[src/rtl/data_mem_bridge_pkg.sv]
// Shared types and lane helpers for the MEM-stage data-memory bridge.
package data_mem_bridge_pkg;

  typedef enum logic [1:0] {
    DMEM_IDLE,
    DMEM_RD,
    DMEM_WR,
    DMEM_DONE
  } dmem_state_e;

  typedef logic [7:0] dmem_byte_t;

  // Tag travelling alongside an issued read address until its byte returns.
  typedef struct packed {
    logic       valid;
    logic [1:0] lane;
  } dmem_rd_tag_t;

  function automatic logic [1:0] lowest_lane(input logic [3:0] mask);
    if (mask[0]) return 2'd0;
    if (mask[1]) return 2'd1;
    if (mask[2]) return 2'd2;
    return 2'd3;
  endfunction

  function automatic logic [3:0] lane_bit(input logic [1:0] lane);
    return 4'b0001 << lane;
  endfunction

  function automatic dmem_byte_t lane_byte(input logic [31:0] word, input logic [1:0] lane);
    logic [31:0] shifted;
    shifted = word >> {lane, 3'b000};
    return shifted[7:0];
  endfunction

  function automatic logic sel_legal(input logic [3:0] sel);
    case (sel)
      4'b0001, 4'b0010, 4'b0100, 4'b1000,
      4'b0011, 4'b1100, 4'b1111: return 1'b1;
      default:                   return 1'b0;
    endcase
  endfunction

endpackage

[src/rtl/data_mem_bridge_rd_pipe.sv]
// dmem_rd_pipe: RAM_LAT-deep tag delay line; its output names the lane that ram_rdata carries.
module dmem_rd_pipe
  import data_mem_bridge_pkg::*;
#(
  parameter int unsigned RAM_LAT = 1
) (
  input  logic         clk,
  input  logic         rst,
  input  dmem_rd_tag_t tag_in,
  output dmem_rd_tag_t tag_out
);

  dmem_rd_tag_t stage [RAM_LAT];

  always_ff @(posedge clk) begin
    if (rst) begin
      for (int unsigned i = 0; i < RAM_LAT; i++) stage[i] <= '0;
    end else begin
      stage[0] <= tag_in;
      for (int unsigned i = 1; i < RAM_LAT; i++) stage[i] <= stage[i-1];
    end
  end

  assign tag_out = stage[RAM_LAT-1];

endmodule

[src/rtl/data_mem_bridge.sv]
// data_mem_bridge: serialises one 32-bit MEM-stage request into byte accesses on an 8-bit RAM.
// Define DMEM_FAULT_EN to reject out-of-range addresses and unsupported store masks.
module data_mem_bridge
  import data_mem_bridge_pkg::*;
#(
  parameter int unsigned ADDR_W  = 17,
  parameter int unsigned RAM_LAT = 1
) (
  input  logic              clk,
  input  logic              rst,
  input  logic              req_ce,
  input  logic              req_we,
  input  logic [31:0]       req_addr,
  input  logic [3:0]        req_sel,
  input  logic [31:0]       req_wdata,
  output logic [31:0]       rsp_rdata,
  output logic              rsp_ack,
  output logic              rsp_fault,
  output logic              stall_req,
  output logic [ADDR_W-1:0] ram_addr,
  output logic              ram_we,
  output logic [7:0]        ram_wdata,
  input  logic [7:0]        ram_rdata
);

  dmem_state_e  state, state_nxt;
  logic         fault;
  logic         iss_valid;
  logic [1:0]   iss_lane;
  logic [3:0]   wr_mask;
  logic [1:0]   wr_lane;
  logic [23:0]  rd_buf;
  dmem_rd_tag_t tag_in, tag_out;

`ifdef DMEM_FAULT_EN
  logic fault_q;
  logic unused_addr;

  assign fault       = (|req_addr[31:ADDR_W]) | (req_we & ~sel_legal(req_sel));
  assign rsp_fault   = (state == DMEM_DONE) & fault_q;
  assign unused_addr = ^req_addr[1:0];

  always_ff @(posedge clk) begin
    if (rst)                               fault_q <= 1'b0;
    else if (state == DMEM_IDLE && req_ce) fault_q <= fault;
  end
`else
  logic unused_addr;

  assign fault       = 1'b0;
  assign rsp_fault   = 1'b0;
  assign unused_addr = ^{req_addr[31:ADDR_W], req_addr[1:0]};
`endif

  always_ff @(posedge clk) begin
    if (rst) state <= DMEM_IDLE;
    else     state <= state_nxt;
  end

  always_comb begin
    state_nxt = state;
    unique case (state)
      DMEM_IDLE: begin
        if (req_ce) begin
          if (fault)                state_nxt = DMEM_DONE;
          else if (!req_we)         state_nxt = DMEM_RD;
          else if (req_sel == '0)   state_nxt = DMEM_DONE;
          else                      state_nxt = DMEM_WR;
        end
      end
      DMEM_RD:   if (tag_out.valid && tag_out.lane == 2'd3) state_nxt = DMEM_DONE;
      DMEM_WR:   if (wr_mask == '0) state_nxt = DMEM_DONE;
      DMEM_DONE: state_nxt = DMEM_IDLE;
      default:   state_nxt = DMEM_IDLE;
    endcase
  end

  always_comb begin
    rsp_ack       = (state == DMEM_DONE);
    stall_req     = req_ce & ~rsp_ack;
    tag_in.valid  = (state == DMEM_RD) & iss_valid;
    tag_in.lane   = iss_lane;
  end

  // First lane comes straight from req_sel; later lanes from the remaining mask.
  always_comb begin
    wr_lane = lowest_lane((state == DMEM_IDLE) ? req_sel : wr_mask);
  end

  dmem_rd_pipe #(
    .RAM_LAT(RAM_LAT)
  ) u_rd_pipe (
    .clk    (clk),
    .rst    (rst),
    .tag_in (tag_in),
    .tag_out(tag_out)
  );

  always_ff @(posedge clk) begin
    if (rst) begin
      rsp_rdata <= '0;
      ram_addr  <= '0;
      ram_we    <= 1'b0;
      ram_wdata <= '0;
      iss_valid <= 1'b0;
      iss_lane  <= '0;
      wr_mask   <= '0;
      rd_buf    <= '0;
    end else begin
      ram_we <= 1'b0;
      unique case (state)
        DMEM_IDLE: begin
          if (req_ce && !fault && !req_we) begin
            ram_addr  <= {req_addr[ADDR_W-1:2], 2'b00};
            iss_valid <= 1'b1;
            iss_lane  <= 2'd0;
          end else if (req_ce && !fault && req_sel != '0) begin
            ram_addr  <= {req_addr[ADDR_W-1:2], wr_lane};
            ram_we    <= 1'b1;
            ram_wdata <= lane_byte(req_wdata, wr_lane);
            wr_mask   <= req_sel & ~lane_bit(wr_lane);
          end
        end
        DMEM_RD: begin
          if (iss_valid) begin
            if (iss_lane == 2'd3) begin
              iss_valid <= 1'b0;
            end else begin
              ram_addr <= {ram_addr[ADDR_W-1:2], iss_lane + 2'd1};
              iss_lane <= iss_lane + 2'd1;
            end
          end
          // Lanes return in ascending order, so shifting in from the top assembles the word.
          if (tag_out.valid) begin
            rd_buf <= {ram_rdata, rd_buf[23:8]};
            if (tag_out.lane == 2'd3) rsp_rdata <= {ram_rdata, rd_buf};
          end
        end
        DMEM_WR: begin
          if (wr_mask != '0) begin
            ram_addr  <= {ram_addr[ADDR_W-1:2], wr_lane};
            ram_we    <= 1'b1;
            ram_wdata <= lane_byte(req_wdata, wr_lane);
            wr_mask   <= wr_mask & ~lane_bit(wr_lane);
          end
        end
        DMEM_DONE: ;
        default: ;
      endcase
    end
  end

endmodule

[config.mk]
export PLATFORM = sky130hd
export DESIGN_NAME = data_mem_bridge
export DESIGN_NICKNAME = d
export VERILOG_FILES = /design/src/rtl/data_mem_bridge_pkg.sv /design/src/rtl/data_mem_bridge_rd_pipe.sv /design/src/rtl/data_mem_bridge.sv
export SDC_FILE = /design/constraint.sdc
export NUM_CORES = 1
export LEC_CHECK = 0
export ABC_CLOCK_PERIOD_IN_PS = 2300
export BUFFER_PORTS_ARGS = -buffer_cell sky130_fd_sc_hd__buf_4
export CORE_MARGIN = 2
export CORE_UTILIZATION = 35
export DETAILED_ROUTE_END_ITERATION = 8
export PLACE_DENSITY = 0.64
export SLEW_MARGIN = 0
export SYNTH_ARGS = -nofsm -noshare
export SYNTH_HDL_FRONTEND = slang
export SYNTH_SLANG_ARGS = --single-unit
[constraint.sdc]
create_clock -name clk -period 2.3 [get_ports clk]
set_clock_uncertainty 0.05 [all_clocks]
set_input_delay 0.345 -clock clk [delete_from_list [all_inputs] [get_ports clk]]
set_output_delay 0.345 -clock clk [all_outputs]
set_load 0.1 [all_outputs]
# After elaboration in Yosys (flattened, before gate mapping)
# Memory sizes are Yosys's and may differ from the RTL's.
# Index checks and enable logic that the tools add are counted.
dict set report totals {
  register_bits 91
  latchBits 0
  ramBits 3
  romBits 0
  in_bits 80
  output_inout_bits 61
  wordCells 109
  memories 1
}
dict set report classes {
  addsub 1
  multipliers 0
  div_mod_pow 0
  order_cmp 0
  eq_ne 15
  shift 2
  mux 50
  bitwise 8
  n_reduce_logical 22
}
# memory depth width rd rd_clocked_by_memory_dff write_ports line
set mem_list {}
lappend mem_list {u_rd_pipe.stage 1 3 1 0 1 data_mem_bridge_rd_pipe.sv:13} ;# dmem_rd_tag_t stage [RAM_LAT];
# op n
set op_table {}
lappend op_table {{17-bit case mux with 3 select lines} 1}
lappend op_table {{17-bit 2-to-1 mux} 2}
lappend op_table {{2-bit 2-to-1 mux} 16}
lappend op_table {{32-bit by 5-bit right shift with 8-bit output} 1}
lappend op_table {{8-bit 2-to-1 mux} 3}
lappend op_table {{1-bit 2-to-1 mux} 17}
lappend op_table {{8-bit case mux with 2 select lines} 1}
lappend op_table {{2-bit != test (second input constant)} 7}
lappend op_table {{4-bit 2-to-1 mux} 3}
lappend op_table {{4-bit AND reduction} 3}
lappend op_table {{4-bit bitwise AND} 2}
lappend op_table {{2-bit == test (second input constant)} 4}
lappend op_table {{4-bit zero test} 2}
lappend op_table {{2-bit case mux with 4 select lines} 1}
lappend op_table {{4-bit case mux with 2 select lines} 1}
lappend op_table {{4-bit nonzero test} 2}
lappend op_table {{3-bit 2-to-1 mux} 2}
lappend op_table {{3-bit AND reduction} 2}
lappend op_table {{2-bit nonzero test} 3}
lappend op_table {{5-bit AND reduction} 1}
lappend op_table {{2-bit by 1-bit != test with 1-bit output (second input constant)} 2}
lappend op_table {{4-bit NOT} 1}
lappend op_table {{1-bit case mux with 2 select lines} 2}
lappend op_table {{2-bit case mux with 2 select lines} 1}
lappend op_table {{12 further kinds} 18}

# Logic depth before layout (Yosys ltp)
# Gate-level depths: netlist of the first run.
dict set report depth {
  word_depth 15
  mapped_depth 9
  mapped_depth_nobuf 6
}

# Hierarchy
# Synthesis of the first run repeated with hierarchy kept, for this count alone.
dict set report hier_totals {
  hier_cells 487
  area_unflattened_um2 4023.9
}
# mod n_inst cells_each area_each_um2 seq_area_each_um2
set modules_own_cells {}
lappend modules_own_cells {data_mem_bridge 1 481 3945.0 1821.7}
lappend modules_own_cells {dmem_rd_pipe 1 6 78.8 60.1}

# Worst setup path after synthesis of the first run
# No wires, ideal clock.
dict set report synth_timing {
  path_type {register to output}
  start {register state[0]}
  end {output stall_req}
  arrival_ns 2.306
  required_time_ns 1.905
  setup_slack_ns -0.401
  stages_incl_launch_ff 3
  n_path_buf 0
  cell_sequence {dfxtp_1 ha_1 nor2_1}
}
dict set report synth_via {
  elab_chain_cells 3
}
# item line
set synth_rtl {}
lappend synth_rtl {{start, declared} data_mem_bridge.sv:26} ;# dmem_state_e state, state_nxt;
lappend synth_rtl {{start signal, assigned} data_mem_bridge.sv:57} ;# else state <= state_nxt;
lappend synth_rtl {{2-bit == test} data_mem_bridge.sv:79} ;# rsp_ack = (state == DMEM_DONE);
lappend synth_rtl {{net rsp_ack} data_mem_bridge.sv:17} ;# output logic rsp_ack,
lappend synth_rtl {{1-bit NOT} data_mem_bridge.sv:80} ;# stall_req = req_ce & ~rsp_ack;
lappend synth_rtl {{1-bit bitwise AND} data_mem_bridge.sv:80}
lappend synth_rtl {{end, declared} data_mem_bridge.sv:19} ;# output logic stall_req,
# The timed path passes the listed nets, and every way through them passes these cells.

# Worst setup path after layout of the first run
dict set report layout_timing {
  start {register state[0]}
  end {register ram_wdata[5]}
}
dict set report layout_via {
  elab_chain_cells 12
  elab_cells_between_ends 24
  classes_between {eq/ne (4); shift (1); mux (16); reduce/logical (3)}
}
# item line
set layout_rtl {}
lappend layout_rtl {{2-bit zero test} {data_mem_bridge.sv:87, data_mem_bridge.sv:111}}
lappend layout_rtl {{3-bit 2-to-1 mux} data_mem_bridge.sv:87} ;# wr_lane = lowest_lane((state == DMEM_IDLE) ? req_sel : wr_mask);
lappend layout_rtl {{1-bit 2-to-1 mux (2 in series)} data_mem_bridge_pkg.sv:22} ;# if (mask[2]) return 2'd2;
lappend layout_rtl {{1-bit 2-to-1 mux} data_mem_bridge_pkg.sv:21} ;# if (mask[1]) return 2'd1;
lappend layout_rtl {{2-bit 2-to-1 mux} data_mem_bridge_pkg.sv:23} ;# return 2'd3;
lappend layout_rtl {{2-bit 2-to-1 mux} data_mem_bridge_pkg.sv:22}
lappend layout_rtl {{2-bit 2-to-1 mux} data_mem_bridge_pkg.sv:21}
lappend layout_rtl {{32-bit by 5-bit right shift with 8-bit output} data_mem_bridge_pkg.sv:32} ;# shifted = word >> {lane, 3'b000};
lappend layout_rtl {{8-bit 2-to-1 mux} data_mem_bridge.sv:117} ;# end else if (req_ce && !fault && req_sel != '0) begin
lappend layout_rtl {{8-bit 2-to-1 mux} data_mem_bridge.sv:113} ;# if (req_ce && !fault && !req_we) begin
lappend layout_rtl {{8-bit case mux with 2 select lines} data_mem_bridge.sv:111} ;# unique case (state)
lappend layout_rtl {{end signal, assigned} data_mem_bridge.sv:120} ;# ram_wdata <= lane_byte(req_wdata, wr_lane);
lappend layout_rtl {{end signal, assigned} data_mem_bridge.sv:143} ;# ram_wdata <= lane_byte(req_wdata, wr_lane);
lappend layout_rtl {{end, declared} data_mem_bridge.sv:22} ;# output logic [7:0] ram_wdata,
# Parallel ways exist; a longest one is shown, timed or not. The select of a mux whose other input is x is not followed.
# A chain may end at the register's enable or synchronous reset.

==> flow_summary.json, run 1 <==
{
  "place_area_um2": 5020,
  "synth_cell_types": 49,
  "place_congestion": 0.818,
  "final_max_slew_viol_count": 0,
  "die_h_um": 111,
  "worst_setup_path_end_kind": "register",
  "fin_crit_sh": 0.892,
  "final-setup-viol-count": 0,
  "max_freq_ghz": 0.487,
  "grt_pass1_wl_um": 17200,
  "grt_pass1_vias": 3633,
  "slowest_stage": "mux2_2",
  "cts_sinks": 94,
  "wl_per_cell_um": 13.7,
  "synth_edf_count": 0,
  "postCtsSetupRepairBufs": 0,
  "cts_tree": "yes",
  "layout.area.seq_um2": 1880,
  "min_path_type": "primary input to register",
  "clkSlewWorstSetupHoldPaths_ns": 0.07,
  "leakage_nw": 2.09,
  "num_rows": 38,
  "first_pass_iters": 4,
  "max_stage_delay_ns": 0.48,
  "portBuffers": 122,
  "htreeDepth": 3,
  "multi_input_area_um2": 1940,
  "worstHoldPathCells": 3,
  "n_fill_cell": 1071,
  "rsz0062_at_grt": "no",
  "initial_core_util": 0.362,
  "vias": 3747,
  "first_iter_violations": 145,
  "period_needed_ns": 2.05,
  "avgSynthCellArea_um2": 8.18,
  "coreArea_um2": 11000,
  "crit_fanout": 17,
  "grtUsageTotal": 0.166,
  "netlist_area_um2": 3980,
  "area_growth_syn_to_layout_pct": 35.1,
  "ir_drop_mv": 0.893,
  "slew_headroom": 0.566,
  "tightest_slew_ns": 0.651,
  "ys_seq_elements": 94,
  "fin_nets": 682,
  "num_antenna_cells": 0,
  "critPathArrivalTime_ns": 2.20,
  "cp_data_required_time_ns": 2.45,
  "hold_violations": 0,
  "crit_path_start_kind": "register",
  "syn_nets": 572,
  "avgViaCountPerCell": 5.06,
  "tns_ns": 0,
  "fin_util": 0.489,
  "dp_hpwl_um": 7130,
  "antenna_found_initial": 0,
  "seq_area_frac_synth": 0.473,
  "ioPinCount": 141,
  "worstSkewPairLatency_ns": 0.32,
  "cts_root_buffer": "clkbuf_16",
  "die_area_um2": 12200,
  "drive_above_1_share": 0.276,
  "power_w": 0.00653,
  "critical_path_class": "register to register",
  "synthArstFlopShare": 0,
  "drc": 0,
  "outcome": "complete, no violations",
  "postSynthCellCount": 486,
  "maxCapViolations": 0,
  "overflow": 0,
  "grt_max_degree": 63,
  "path_cells": "inv_1 -> ha_2 -> mux2_2 -> o311ai_0 -> a311oi_1",
  "reg2regPathDepth": 5,
  "fin_area_um2": 5370,
  "yosys_warnings": 0,
  "drtAntennaViolNets": 0,
  "p_per_area_nw_per_um2": 1220,
  "clk_path_buf_depth": 2,
  "die-width_um": 111,
  "final_common_cell": "nand2_1",
  "mostFrequentLayoutCells": "nand2_1 (145), buf_4 (133), dfxtp_1 (94)",
  "cts_buffers": 9,
  "fin_hold_ws_ns": 0.227,
  "ys.flop_type": "dfxtp_1",
  "drt-total-wl_um": 10200
}
[where the power goes]
group          leakage, nW  internal (W)  total, W  switching [W]
Clock                0.168       0.00107   0.00171       0.000634
Sequential           0.762       0.00181   0.00193       0.000121
Combinational         1.16      0.000922   0.00289        0.00197
Total                 2.09       0.00380   0.00653        0.00272
[cell usage after synthesis, types with 4 or more instances]
| library cell | instances | area (um2) |
|---|---|---|
| a211oi_1 | 6 | 45.0 |
| ha_1 | 6 | 75.1 |
| nand3b_1 | 16 | 120 |
| a311oi_1 | 9 | 78.8 |
| nand2b_1 | 12 | 75.1 |
| nor2b_1 | 5 | 31.3 |
| nand2_1 | 145 | 544 |
| dfxtp_1 | 94 | 1880 |
| mux2_2 | 9 | 101 |
| nor2_1 | 9 | 33.8 |
| o311ai_0 | 8 | 70.1 |
| mux2i_1 | 4 | 40.0 |
| clkbuf_1 | 27 | 101 |
| a21oi_1 | 85 | 425 |
| inv_1 | 4 | 15.0 |
[layout make-up]
cell class                 instances  area share
clock buffer                      10      0.0426
clock inverter                     6      0.0217
inverter                           4     0.00280
multi-input combinational        353       0.360
sequential                        94       0.350
tap                              140      0.0326
timing repair buffer             134       0.190
[registers in the layout, summed over array words and instances (netlist names), 2 cells and up]
register,cells
rsp_rdata,32
rd_buf,24
ram_addr,17
ram_wdata,8
wr_mask,4
u_rd_pipe.stage,3
iss_lane,2
state,2
[metrics by stage]
step                      std cells  worst slack, ns
after detailed placement        725         -0.00822
after CTS                       741           0.0646
final                           741            0.248
after global placement          725           0.0141
after global routing            741           0.0726
after floorplan                 486           0.0618
[per-layer routing]
metal | wire length, um | vias up | global-route usage
met5 | 0 | - | 0
met4 | 12 | 0 | 0.0317
met3 | 521 | 2 | 0.0434
met2 | 5090 | 97 | 0.290
met1 | 4560 | 1748 | 0.208
li1 | - | 1900 | -
[worst max-delay path, delay by kind of cell, from the launching register on]
kind                       cells  cell delay [ns]
muxes                          1             0.48
AOI/OAI and AO/OA              2             0.63
adders and majority gates      1             0.28
DFF                            1             0.34
buffers and inverters          1             0.13
[worst paths after layout]
check,startpoint,end,slack [ns]
max,state[0],ram_wdata[5],0.25
min,ram_rdata[2],rd_buf[18],0.23
max reg2reg,state[0],ram_wdata[5],0.25
min reg2reg,ram_addr[8],ram_addr[8],0.41
[kinds of logic after synthesis]
family / share of synthesized area
other: 0.000943
buffers and inverters: 0.0425
and+or+nand+nor: 0.228
adders and majority gates: 0.0189
muxes: 0.0390
DFF: 0.473
AOI/OAI and AO/OA: 0.197
[what timing repair did]
action,4_1_cts,5_1_grt
gates resized for setup,0,3
hold endpoints to repair,0,0
setup endpoints to repair,0,48
hold buffers,0,0
No activity file was read; power rests on OpenSTA's default activity.
==> run 2, diff against run 1 <==
- ABC_AREA: unset -> 1
- PLACE_DENSITY: 0.64 -> 0.63
==> run 2 against run 1 <==
Effect of this change:
- the flow now finishes with violations (DRC)
- combinational power rose by 33%
- area after synthesis is 4.8% higher
- via count rose by 6.0%
- maximum frequency grew 2.7%
- flip-flop and latch count unchanged
- largest cell class unchanged
- largest power group unchanged
==> flow_summary.json, run 2 <==
{
  "drc": 6,
  "ys_top_cells_by_count": "nor2_1 (116), nand2_1 (97), dfxtp_1 (94), o21ai_0 (55), a21oi_1 (54)",
  "worstSkewPairLatency_ns": 0.34,
  "regMostFlops": "rsp_rdata",
  "reg2reg_slack_ns": 0.30,
  "vias": 3971,
  "critPathArrivalTime_ns": 2.18,
  "ys.flop_type": "dfxtp_1",
  "synthXorXnorAreaFrac": 0,
  "fin_area_um2": 5510,
  "hold_violations": 0,
  "final-setup-viol-count": 0,
  "grt_max_degree": 44,
  "grtUsageTotal": 0.169,
  "cts_tree": "yes",
  "portBuffers": 122,
  "outcome": "complete, but fails checks",
  "clk_path_buf_depth": 2,
  "fin_nets": 771,
  "postCtsHoldBufs": 0,
  "overflow": 0,
  "period_needed_ns": 2.00,
  "die_area_um2": 12800,
  "ctsResizeCount": 0,
  "seq_area_frac_synth": 0.452,
  "critical_path_class": "register to register",
  "max_stage_delay_ns": 0.48,
  "grt_pass1_vias": 3824,
  "synthArstFlopShare": 0,
  "power_w": 0.00754,
  "htreeDepth": 3,
  "cts_sinks": 94,
  "crit_end": "rsp_rdata[10]",
  "coreArea_um2": 11500,
  "path_cells": "inv_1 -> ha_1 -> inv_2 -> nor2_2 -> clkinvlp_4 -> nor2_1 -> nor2_1",
  "clkSlewWorstSetupHoldPaths_ns": 0.06,
  "grt_pass1_wl_um": 17800,
  "min_path_type": "primary input to register",
  "max_freq_ghz": 0.501,
  "yosys.area.top_type": "dfxtp_1",
  "synthAdderAreaFrac": 0.0180,
  "wl_per_cell_um": 12.5,
  "synth_edf_count": 0,
  "stdcell_count": 833,
  "synth_cell_types": 29,
  "slew_headroom": 0.534,
  "reg2regPathDepth": 7,
  "cts_buffers": 9,
  "rr_endpoint": "rsp_rdata[10]",
  "tns_ns": 0,
  "first_iter_violations": 256,
  "place_congestion": 0.801,
  "synth_compound_area_frac": 0.167,
  "area_growth_syn_to_layout_pct": 32.1,
  "dp_hpwl_um": 7420,
  "crit_path_start_kind": "register",
  "cp_common_cell": "nor2_1",
  "final_max_slew_viol_count": 0,
  "die_h_um": 113,
  "yosys_warnings": 0,
  "cp_data_required_time_ns": 2.48,
  "tightest_slew_ns": 0.694,
  "avgSynthCellArea_um2": 7.26,
  "rsz0062_at_grt": "no",
  "n_fill_cell": 1183,
  "synth_top_family_by_area": "simple AND/OR/NAND/NOR gates",
  "num_antenna_cells": 0,
  "netlist_area_um2": 4170,
  "fin_crit_sh": 0.868,
  "drive_above_1_share": 0.262,
  "maxCapViolations": 0,
  "synthMuxAreaShare": 0,
  "place_area_um2": 5160,
  "mostFrequentLayoutCells": "buf_4 (128), nor2_1 (115), nand2_1 (97)",
  "ys_seq_elements": 94,
  "violations": "DRC",
  "p_per_area_nw_per_um2": 1370,
  "die-width_um": 113,
  "fin_util": 0.478,
  "postCtsSetupRepairBufs": 0,
  "reg.largest.list": "rsp_rdata x32, rd_buf x24, ram_addr x17",
  "initial_core_util": 0.362,
  "drt-total-wl_um": 10400,
  "multi_input_area_um2": 1960,
  "largest_reg_flops": 32,
  "avgViaCountPerCell": 4.77,
  "slowest_stage": "clkinvlp_4",
  "first_pass_iters": 6,
  "layout.area.seq_um2": 1880,
  "synth-simple-area-share": 0.284,
  "num_rows": 39,
  "crit_path_start": "state[1]",
  "ir_drop_mv": 1.04,
  "cts_root_buffer": "clkbuf_16",
  "syn_nets": 660,
  "leakage_nw": 2.59,
  "yosysTopAreaCellShare": 0.452,
  "postSynthCellCount": 574,
  "crit_fanout": 32,
  "final_common_cell": "buf_4",
  "drtAntennaViolNets": 0,
  "synth_area_leaders": "dfxtp_1 (45%), nor2_1 (10%), nand2_1 (8.7%), o21ai_0 (6.6%), a21oi_1 (6.5%)",
  "antenna_found_initial": 0,
  "place_inst": 817,
  "ioPinCount": 141,
  "rr_startpoint": "state[1]",
  "synth.most_common_cell": "nor2_1",
  "worst_setup_path_end_kind": "register"
}
[run 2: cell count changes after synthesis, sizes merged, moves of 9 or more]
cell and change:
nand3b -16, clkbuf -16, a21oi -23, nand3 +19, nand2 -36, o21ai +63
nor3 +14, buf +10, a311oi -9, mux2 -9, nand2b -12, inv +37
nor2 +114
[run 2: worst min path at each step]
stage,startpoint,endpoint,slack (ns),cells past startpoint
finish,ram_rdata[7],rsp_rdata[31],0.20,3
global placement,iss_lane[1],u_rd_pipe.stage[0][1],0.39,2
CTS,ram_rdata[7],rsp_rdata[31],0.19,3
floorplan,iss_lane[1],u_rd_pipe.stage[0][1],0.37,2
global route,ram_rdata[4],rsp_rdata[28],0.23,3
detailed placement,iss_lane[1],u_rd_pipe.stage[0][1],0.40,2
[run 2: critical path: cells and delay by family, from the launching register on]
kind	cells	cell delay (ns)
buffers and inverters	3	0.69
and+or+nand+nor	3	0.50
adders and majority gates	1	0.31
DFF	1	0.33
[run 2: power breakdown]
part / switching (W) / internal [W]
combinational: 0.00285 / 0.000991
clock: 0.000624 / 0.00102
sequential: 0.000156 / 0.00189
[run 2: layout make-up]
| cell class | count | area share |
|---|---|---|
| multi-input cells | 408 | 0.356 |
| flip-flops and latches | 94 | 0.342 |
| clock buffers | 11 | 0.0459 |
| clock inverters | 5 | 0.0161 |
| repair buffers | 129 | 0.178 |
| inverters | 43 | 0.0300 |
| well taps | 143 | 0.0325 |
[run 2: cell families (layout without fill, tap and decap cells)]
group,count (synthesis),count (layout)
other,1,1
AOI/OAI and AO/OA,131,131
and+or+nand+nor,270,270
DFF,94,94
buffers and inverters,72,188
adders and majority gates,6,6
[run 2: layer usage]
metal,vias up,track usage,wire length [um]
met3,12,0.0375,554
met2,91,0.272,4770
met1,1796,0.221,4950
met5,-,0,0
li1,2072,-,-
met4,0,0.0683,168
[run 2: per-stage QoR]
step | hold slack, ns | worst slack [ns]
6_report | 0.196 | 0.303
5_1_grt | 0.226 | 0.0494
4_1_cts | 0.189 | 0.257
3_5_place_dp | 0.397 | 0.281
3_3_place_gp | 0.386 | 0.360
2_1_floorplan | 0.370 | 0.0606
==> run 3, diff against run 2 <==
- ABC_CLOCK_PERIOD_IN_PS: 2300 -> unset
- CORE_UTILIZATION: 35 -> 50
- PLACE_DENSITY: 0.63 -> 0.83
- SLEW_MARGIN: 0 -> unset
==> run 3 against run 2 <==
Effect of this change:
- the flow now finishes without violations
- final cell count fell by 4.7%
- design area fell by 4.1%
- clock power fell by 37%
- non-clock buffer count decreased by 1
- critical endpoint is now rsp_rdata[20]
- highest routed layer unchanged
==> flow_summary.json, run 3 (synthesis results as in run 2) <==
{
  "n_fill_cell": 713,
  "final_max_slew_viol_count": 0,
  "worst_setup_path_end_kind": "register",
  "outcome": "complete, no violations",
  "crit_path_start_kind": "register",
  "die_h_um": 95.3,
  "drt-total-wl_um": 9970,
  "vias": 4037,
  "drc": 0,
  "initial_core_util": 0.512,
  "first_pass_iters": 5,
  "grt_pass1_vias": 3674,
  "cts_root_buffer": "clkbuf_8",
  "hp-start": "ram_rdata[6]",
  "die-width_um": 95.3,
  "critical_path_class": "register to register",
  "crit_fanout": 32,
  "drive_above_1_share": 0.260,
  "p_per_area_nw_per_um2": 1310,
  "num_rows": 33,
  "fin_crit_sh": 0.873,
  "ir_drop_mv": 1.45,
  "avgViaCountPerCell": 5.08,
  "cts_buffers": 9,
  "fin_nets": 770,
  "fin_hold_ws_ns": 0.190,
  "coreArea_um2": 8130,
  "hold-path-endpoint": "rsp_rdata[30]",
  "layout.area.seq_um2": 1880,
  "antenna_found_initial": 0,
  "maxCapViolations": 0,
  "drtAntennaViolNets": 0,
  "grtUsageTotal": 0.224,
  "tns_ns": 0,
  "largest_reg_flops": 32,
  "dp_hpwl_um": 7040,
  "overflow": 0,
  "layout_setup_ws_ns": 0.292,
  "multi_input_area_um2": 1960,
  "area_growth_syn_to_layout_pct": 26.7,
  "wl_per_cell_um": 12.6,
  "dpl_worst_slack_ns": 0.291,
  "postCtsSetupRepairBufs": 0,
  "fin_area_um2": 5280,
  "rr_endpoint": "rsp_rdata[20]",
  "cts_sinks": 94,
  "portBuffers": 122,
  "final_common_cell": "buf_4",
  "min_path_type": "primary input to register",
  "num_antenna_cells": 0,
  "final-setup-viol-count": 0,
  "regMostFlops": "rsp_rdata",
  "slew_headroom": 0.355,
  "hold_violations": 0,
  "postCtsHoldBufs": 0,
  "cts_tree": "yes",
  "reg2regPathDepth": 7,
  "grt_pass1_wl_um": 16200,
  "clk_path_buf_depth": 2,
  "reg.largest.list": "rsp_rdata x32, rd_buf x24, ram_addr x17",
  "place_congestion": 0.849,
  "rsz0062_at_grt": "no",
  "worstSkewPairLatency_ns": 0.36,
  "grt_max_degree": 44,
  "ctsResizeCount": 0,
  "cp_data_required_time_ns": 2.55,
  "first_iter_violations": 176,
  "mostFrequentLayoutCells": "buf_4 (128), nor2_1 (115), nand2_1 (97)",
  "ioPinCount": 141,
  "htreeDepth": 3,
  "worstHoldPathCells": 3,
  "reg2reg_slack_ns": 0.29,
  "tightest_slew_ns": 0.967,
  "clkSlewWorstSetupHoldPaths_ns": 0.10,
  "leakage_nw": 2.51,
  "rr_startpoint": "state[1]",
  "max_freq_ghz": 0.498,
  "die_area_um2": 9080,
  "place_area_um2": 5090,
  "critPathArrivalTime_ns": 2.26,
  "period_needed_ns": 2.01
}
## run 3: layout make-up
type / count / share of cell area
well taps: 105 / 0.0249
clock inverters: 7 / 0.0118
multi-input cells: 408 / 0.371
clock buffers: 9 / 0.0235
inverters: 43 / 0.0306
repair buffers: 128 / 0.182
flip-flops and latches: 94 / 0.356
## run 3: worst max-delay path by stage
| stage | slack (ns) | start | end | depth (start not counted) |
|---|---|---|---|---|
| 3_5_place_dp | 0.29 | state[1] | rsp_rdata[25] | 7 |
| 2_1_floorplan | 0.06 | state[0] | stall_req | 2 |
| 3_3_place_gp | 0.39 | state[1] | rsp_rdata[23] | 7 |
| 4_1_cts | 0.28 | state[1] | rsp_rdata[20] | 7 |
| 5_1_grt | 0.05 | state[1] | rsp_rdata[26] | 7 |
| 6_report | 0.29 | state[1] | rsp_rdata[20] | 7 |
## run 3: per-stage QoR
stage               utilization  instances  total power [W]
floorplan                     -        574          0.00523
global placement          0.626        778          0.00579
global route              0.649        794          0.00734
CTS                       0.649        794          0.00694
finish                    0.649        794          0.00690
detailed placement        0.626        778          0.00589
## run 3: power by group
group | switching (W) | internal, W | total [W]
combinational | 0.00284 | 0.000972 | 0.00381
sequential | 0.000158 | 0.00189 | 0.00205
clock | 0.000620 | 0.000420 | 0.00104
total | 0.00362 | 0.00328 | 0.00690
## run 3: routing by layer
metal / GRT usage / up-vias / routed length [um]
met5: 0 / - / 0
met4: 0.0749 / 0 / 141
met3: 0.0530 / 11 / 589
met2: 0.381 / 113 / 4880
met1: 0.277 / 1848 / 4360
li1: - / 2065 / -
## run 3: critical path, stage by stage (launching register included)
cell     delay [ns]
dfxtp_1        0.38
inv_1          0.10
ha_1           0.28
inv_2          0.11
nor2_2         0.05
inv_1          0.69
nand2_1        0.12
a21oi_1        0.16
